### config.mk
export PLATFORM = sky130hd
export DESIGN_NAME = reorder_buffer
export DESIGN_NICKNAME = d
export VERILOG_FILES = /design/src/rtl/reorder_buffer_pkg.sv /design/src/rtl/reorder_buffer.sv
export SDC_FILE = /design/constraint.sdc
export NUM_CORES = 2
export LEC_CHECK = 0
export CORE_MARGIN = 2
export CORE_UTILIZATION = 55
export DETAILED_ROUTE_END_ITERATION = 12
export PLACE_DENSITY = 0.74
export SETUP_SLACK_MARGIN = 0.02
export SLEW_MARGIN = 40
export SYNTH_ARGS = -nofsm -noshare
export SYNTH_HDL_FRONTEND = slang
export SYNTH_SLANG_ARGS = --single-unit
### constraint.sdc
create_clock -name clk_i -period 2.7 [get_ports clk_i]
set_input_delay 0.54 -clock clk_i [delete_from_list [all_inputs] [get_ports clk_i]]
set_output_delay 0.54 -clock clk_i [all_outputs]
set_load 0.03 [all_outputs]
### src/rtl/reorder_buffer_pkg.sv
// rtl/reorder_buffer_pkg.sv - shared constants and types for the reorder buffer
package reorder_buffer_pkg;

  localparam int NUM_FU        = 2;
  localparam int NUM_PHYS_REG  = 64;
  localparam int NUM_FLAGS     = 4;
  localparam int ROB_DEPTH_DEF = 32;

  localparam int PHYS_W        = $clog2(NUM_PHYS_REG);
  localparam int ROB_IDX_W_DEF = $clog2(ROB_DEPTH_DEF);

  typedef struct packed {
    logic                 busy;
    logic                 done;
    logic                 dest_v;
    logic [PHYS_W-1:0]    phys_new;
    logic [PHYS_W-1:0]    phys_old;
    logic [NUM_FLAGS-1:0] flag_mask;
    logic [NUM_FLAGS-1:0] flags;
    logic                 mispredict;
  } rob_entry_t;

  // MSB is the wrap bit distinguishing full from empty
  typedef logic [ROB_IDX_W_DEF:0] rob_ptr_t;

endpackage

### src/rtl/reorder_buffer.sv
// rtl/reorder_buffer.sv - in-order retirement buffer driving the register file commit port
module reorder_buffer
  import reorder_buffer_pkg::*;
#(
  parameter int ROB_DEPTH = ROB_DEPTH_DEF,
  parameter int ROB_IDX_W = $clog2(ROB_DEPTH)
) (
  input  logic                           clk_i,
  input  logic                           reset_i,
  input  logic                           disp_v_i,
  output logic                           disp_ready_o,
  input  logic                           disp_dest_v_i,
  input  logic [PHYS_W-1:0]              disp_phys_new_i,
  input  logic [PHYS_W-1:0]              disp_phys_old_i,
  input  logic [NUM_FLAGS-1:0]           disp_flag_mask_i,
  output logic [ROB_IDX_W-1:0]           disp_rob_idx_o,
  input  logic [NUM_FU-1:0]              exe_done_v_i,
  input  logic [NUM_FU*ROB_IDX_W-1:0]    exe_rob_idx_i,
  input  logic [NUM_FU*NUM_FLAGS-1:0]    exe_flags_i,
  input  logic [NUM_FU-1:0]              exe_mispredict_i,
  output logic                           rob_phys_valid_o,
  output logic [PHYS_W-1:0]              rob_phys_reg_cl_o,
  output logic [PHYS_W-1:0]              rob_phys_reg_set_o,
  output logic                           rob_phys_mispredict_o,
  output logic                           rob_flag_valid_o,
  output logic [2*NUM_FLAGS-1:0]         rob_flag_i_o,
  output logic                           flush_o
);

  localparam logic [ROB_IDX_W:0] PTR_ONE = {{ROB_IDX_W{1'b0}}, 1'b1};

  rob_entry_t rob_q [ROB_DEPTH];
  rob_entry_t rob_d [ROB_DEPTH];

  logic [ROB_IDX_W:0] head_q, head_d;
  logic [ROB_IDX_W:0] tail_q, tail_d;

  logic                   phys_valid_q, phys_valid_d;
  logic [PHYS_W-1:0]      phys_reg_cl_q, phys_reg_cl_d;
  logic [PHYS_W-1:0]      phys_reg_set_q, phys_reg_set_d;
  logic                   mispredict_q, mispredict_d;
  logic                   flag_valid_q, flag_valid_d;
  logic [2*NUM_FLAGS-1:0] flag_i_q, flag_i_d;

  logic                 full;
  logic                 disp_fire;
  logic                 retire;
  logic                 flush;
  rob_entry_t           head_e;
  logic [ROB_IDX_W-1:0] head_idx;
  logic [ROB_IDX_W-1:0] tail_idx;
  logic [ROB_IDX_W-1:0] exe_idx;

  assign head_idx  = head_q[ROB_IDX_W-1:0];
  assign tail_idx  = tail_q[ROB_IDX_W-1:0];
  assign full      = (head_idx == tail_idx) && (head_q[ROB_IDX_W] != tail_q[ROB_IDX_W]);
  assign disp_fire = disp_v_i && disp_ready_o;
  assign head_e    = rob_q[head_idx];
  assign retire    = head_e.busy && head_e.done;
  assign flush     = retire && head_e.mispredict;

  always_comb begin
    rob_d          = rob_q;
    head_d         = head_q;
    tail_d         = tail_q;
    exe_idx        = '0;
    phys_valid_d   = 1'b0;
    phys_reg_cl_d  = '0;
    phys_reg_set_d = '0;
    mispredict_d   = 1'b0;
    flag_valid_d   = 1'b0;
    flag_i_d       = '0;

    for (int i = 0; i < NUM_FU; i++) begin
      exe_idx = exe_rob_idx_i[i*ROB_IDX_W +: ROB_IDX_W];
      if (exe_done_v_i[i] && rob_q[exe_idx].busy) begin
        rob_d[exe_idx].done       = 1'b1;
        rob_d[exe_idx].flags      = exe_flags_i[i*NUM_FLAGS +: NUM_FLAGS];
        rob_d[exe_idx].mispredict = exe_mispredict_i[i];
      end
    end

    if (disp_fire && !flush) begin
      rob_d[tail_idx].busy       = 1'b1;
      rob_d[tail_idx].done       = 1'b0;
      rob_d[tail_idx].dest_v     = disp_dest_v_i;
      rob_d[tail_idx].phys_new   = disp_phys_new_i;
      rob_d[tail_idx].phys_old   = disp_phys_old_i;
      rob_d[tail_idx].flag_mask  = disp_flag_mask_i;
      rob_d[tail_idx].flags      = '0;
      rob_d[tail_idx].mispredict = 1'b0;
      tail_d                     = tail_q + PTR_ONE;
    end

    if (retire) begin
      rob_d[head_idx].busy = 1'b0;
      head_d               = head_q + PTR_ONE;
      phys_valid_d         = head_e.dest_v && !head_e.mispredict;
      phys_reg_cl_d        = head_e.phys_old;
      phys_reg_set_d       = head_e.phys_new;
      mispredict_d         = head_e.mispredict;
      flag_valid_d         = (head_e.flag_mask != '0);
      flag_i_d             = {head_e.flag_mask, head_e.flags};
    end

    // Squash everything younger than the mispredicted branch; buffer ends empty
    if (flush) begin
      for (int i = 0; i < ROB_DEPTH; i++) begin
        rob_d[i].busy = 1'b0;
      end
      tail_d = head_q + PTR_ONE;
    end
  end

  always_ff @(posedge clk_i) begin
    if (reset_i) begin
      rob_q          <= '{default: '0};
      head_q         <= '0;
      tail_q         <= '0;
      phys_valid_q   <= 1'b0;
      phys_reg_cl_q  <= '0;
      phys_reg_set_q <= '0;
      mispredict_q   <= 1'b0;
      flag_valid_q   <= 1'b0;
      flag_i_q       <= '0;
    end else begin
      rob_q          <= rob_d;
      head_q         <= head_d;
      tail_q         <= tail_d;
      phys_valid_q   <= phys_valid_d;
      phys_reg_cl_q  <= phys_reg_cl_d;
      phys_reg_set_q <= phys_reg_set_d;
      mispredict_q   <= mispredict_d;
      flag_valid_q   <= flag_valid_d;
      flag_i_q       <= flag_i_d;
    end
  end

  // Outputs are forced low for the whole time reset is asserted
  assign disp_ready_o          = !full && !reset_i;
  assign disp_rob_idx_o        = reset_i ? '0 : tail_idx;
  assign rob_phys_valid_o      = phys_valid_q && !reset_i;
  assign rob_phys_reg_cl_o     = reset_i ? '0 : phys_reg_cl_q;
  assign rob_phys_reg_set_o    = reset_i ? '0 : phys_reg_set_q;
  assign rob_phys_mispredict_o = mispredict_q && !reset_i;
  assign flush_o               = mispredict_q && !reset_i;
  assign rob_flag_valid_o      = flag_valid_q && !reset_i;
  assign rob_flag_i_o          = reset_i ? '0 : flag_i_q;

endmodule

==> summary.md <==
In this run the worst path has a maximum fanout of 8. After synthesis, the netlist uses 80 different library cells. Number of antenna violations at the first check in global routing: 6.

The count of flip-flops with a built-in enable after synthesis works out to 0. The final-report max-slew violation count was 0; the layout cell share with drive strength beyond 1 was 29.7%. Final-report hold violation count: 0. The post-route fraction of the period consumed by the critical path was 110%; the x dimension of the die was 271 um. The number of global-route vias before repair was 37300. The sort of element at the start of the critical path is a flop. During synthesis, Yosys emitted a total of 0 warnings. The slew at the pin closest to its max-slew limit is 881 ps.

The number of nets produced by synthesis is 4260. The number of optimization iterations in the first detailed-route pass came out at 9. The region available for standard cell placement spans 0.0703 mm^2. Data on the critical path is required at its endpoint by 3280 ps. For the worst ir drop on vdd, the log shows 0.581 mV. At the worst endpoint, the arrival time is 3560 ps. The H-tree generated during clock tree synthesis spans 3 levels. Clock-pin slew was measured on the worst setup and hold paths at 60 ps. The tools report the number of fill cells as 4676. Pin count of the biggest net entering global routing: 164. The run gives 72 as the I/O pin total.

The max capacitance violation total is 0, and the flip-flop and latch count after synthesis is 803. The run gives 54.4 ps as the worst clock skew. In this run the static leakage power is 17.0 nW. The highest metal layer carrying signal wires in the routed design is met5. The quantity of hold-fixing buffers added after cts is 0. From synthesis to final layout, the design area changed by 31.3%.

At the placement stage, the worst setup path has a slack of -643 ps. Across all register-to-register paths, the minimum setup slack is -280 ps. The tools report the endpoint type of the worst setup path as a flop.

Summing every instance area after synthesis gives 0.0392 mm^2. The cell sitting at the root of the clock tree is a clkbuf_16. The logs give 86 for the number of CTS-inserted buffers and 0 for the total global routing overflow. The total half-perimeter wirelength after legalization and detailed placement came out at 104000 um. The delay contributed by the slowest stage of the critical path was 370 ps; the clock sink total was 803. The final critical-path required period works out to 2980 ps. The clock latency on the worst-skew pair is 680 ps, and the overall fraction of global-route tracks in use is 42.0%. The path class of the tightest hold or removal check is primary input to flop. For this run, design rule violations remaining after detail routing come to 0.

The detail route stage leaves a number of antenna-violating nets equal to 0. The global placement routability congestion is 1.07, and the wire length on met1 is 57900 um. The final worst-path setup slack came out at -281 ps. Counting every instance in the synthesized netlist gives 4210. After detailed routing, the total wire length is 166000 um. The signal on the critical path passes through buf_12, buf_8, buf_12, mux2i_4, o22ai_4, nor4_2, buf_4, nand2_8, buf_4, nand3_4, buf_12, buf_12, buf_8, buf_6, buf_16, nand3_2, a21oi_1.

The initial cell density of the core is 55.8%. The run finished, with violations left. The chip height was 271 um. Counting stages on the worst path, the most repeated cell is buf_12. For this run, the register share of the synthesized area comes to 41.0%. The tools report the number of design-rule violations left by the first detailed-router iteration as 7282.

The final reports fail on setup timing. Gate family responsible for the most delay along the worst path: buffers and inverters. Standard cell with the maximum stage delay on the critical path: dfxtp_4. For the maximum buffer depth of the clock tree, the log shows 3. The tools report the via count as 40500. The share of flip-flops with an asynchronous set or reset after synthesis was 0%.

Setup violations remaining at the end of the flow were counted as 757. After synthesis, the mean cell area works out to 9.32 um^2. The kind of critical path is flop to flop.

The number of port buffers came out at 71. TritonCTS built the clock tree. The worst slew margin relative to its limit was 41.2%; the routed length per instance was 29.6 um.

Commonest register cell after synthesis: dfxtp_1. The final net count is 4646. Detailed routing placed a total of 71700 um of wire on met2.

The die covers 0.0735 mm^2. Power spread over the standard cell area amounts to 499 mW/mm^2. Timing would allow up to 335 MHz.

The vias per cell is 7.23, and the routed wire length on met3 is 22500 um. For the final routed database, the setup TNS stands at -72980 ps. Setup repair after global routing could not meet its margin everywhere.

The initialized floorplan defines 97 standard-cell rows. The first global-routing pass estimated 237000 um of wire. The sum of buffers and inverters on the critical path is 10.
-- cell usage after synthesis, types with 26 or more instances --
| cell | count | area share (%) |
|---|---|---|
| nand2_1 | 105 | 1.0 |
| dfxtp_1 | 803 | 41 |
| mux2i_1 | 196 | 5.0 |
| a21oi_1 | 408 | 5.2 |
| buf_2 | 68 | 0.87 |
| and3_1 | 43 | 0.69 |
| o21ai_0 | 409 | 5.2 |
| nand3_1 | 409 | 5.2 |
| mux4_2 | 177 | 10 |
| a2111oi_2 | 84 | 3.2 |
| nor2b_1 | 32 | 0.51 |
| a31oi_1 | 28 | 0.45 |
| clkbuf_1 | 355 | 3.4 |
| nor3_1 | 47 | 0.60 |
| a221oi_1 | 29 | 0.65 |
| buf_1 | 48 | 0.46 |
| a311oi_1 | 26 | 0.58 |
| nor2_1 | 356 | 3.4 |
| a211oi_1 | 64 | 1.2 |
| a22oi_1 | 177 | 3.4 |
-- cell usage in the layout (no fill, tap or decap), drive strengths merged, types with 7 or more instances in the layout --
cell type / instances
dfxtp: 803
buf: 707
o21ai: 421
nand3: 410
a21oi: 408
nor2: 374
mux2i: 196
mux4: 177
a22oi: 177
clkbuf: 141
nand2: 107
a2111oi: 91
clkdlybuf4s50: 64
a211oi: 64
nor3: 47
and3: 44
nor2b: 32
a31o: 29
a221oi: 29
a31oi: 28
a311oi: 26
inv: 23
clkinv: 23
a222oi: 20
o211ai: 20
o221a: 20
a22o: 18
o22ai: 18
xnor2: 14
nand3b: 9
nand2b: 9
ha: 8
bufinv: 7
nor3b: 7
-- worst register-to-register path, stage by stage, from the launching register on --
cell and delay [ps]:
dfxtp_4 370, buf_12 160, buf_8 140, buf_12 150
mux2i_4 270, o22ai_4 90, nor4_2 280, buf_4 180
nand2_8 70, buf_4 160, nand3_4 120, buf_12 160
buf_12 140, buf_8 150, buf_6 120, buf_16 120
nand3_2 70, a21oi_1 190
-- logic make-up after synthesis --
| kind of cell | after synthesis | synth area share [%] |
|---|---|---|
| compound gates | 1396 | 23.8 |
| simple gates | 1090 | 13.8 |
| flops | 803 | 41.0 |
| buf+inv | 519 | 5.55 |
| mux | 376 | 15.3 |
| xor+xnor | 18 | 0.402 |
| fa+ha+maj | 8 | 0.255 |
-- final cells by class --
class,instances,area (um^2),share of cell area (%)
antenna,2,5.00,0.00972
clock buffer,122,2440,4.74
clock inverter,33,454,0.882
inverter,22,83.8,0.163
multi-input combinational,2889,22500,43.7
sequential,803,16100,31.3
tap,940,1180,2.28
timing repair buffer,794,8760,17.0
-- metrics by stage --
| stage | instance area [um^2] | util [%] | cells | hold WS [ps] | total power [mW] |
|---|---|---|---|---|---|
| 2_1_floorplan | 39300 | - | 4210 | 438 | 12.8 |
| 3_3_place_gp | 45400 | 64.7 | 5359 | 447 | 13.5 |
| 4_1_cts | 50000 | 71.2 | 5563 | 175 | 25.5 |
| 3_5_place_dp | 45400 | 64.7 | 5359 | 458 | 13.5 |
| 6_report | 51500 | 73.3 | 5605 | 178 | 25.7 |
| 5_1_grt | 51500 | 73.3 | 5604 | 179 | 26.2 |
-- power breakdown --
| part | switching (mW) | leakage [nW] | internal (mW) |
|---|---|---|---|
| registers | 0.0313 | 6.47 | 11.9 |
| logic | 1.01 | 9.16 | 0.492 |
| clock network | 5.26 | 1.42 | 7.02 |
-- layer usage --
metal | up-vias | track usage (%)
li1 | 16700 | -
met3 | 879 | 10.2
met5 | - | 0
met2 | 3534 | 62.2
met1 | 19400 | 53.7
met4 | 8 | 29.6
-- timing repair --
action | in CTS | in global routing
setup buffers | 34 | 23
gates resized for setup | 230 | 234
setup endpoints to repair | 798 | 802
pin swaps | 26 | 46
cloned | 17 | 22
-- final timing paths --
kind,cells past startpoint,to,start
worst min-delay path,2,head_q[0],reset_i
worst max register to register,17,flop,head_q[1]
worst min register to register,2,flop,flop
worst max-delay path,17,flop,head_q[1]
Power figures use the tool's default switching activity.
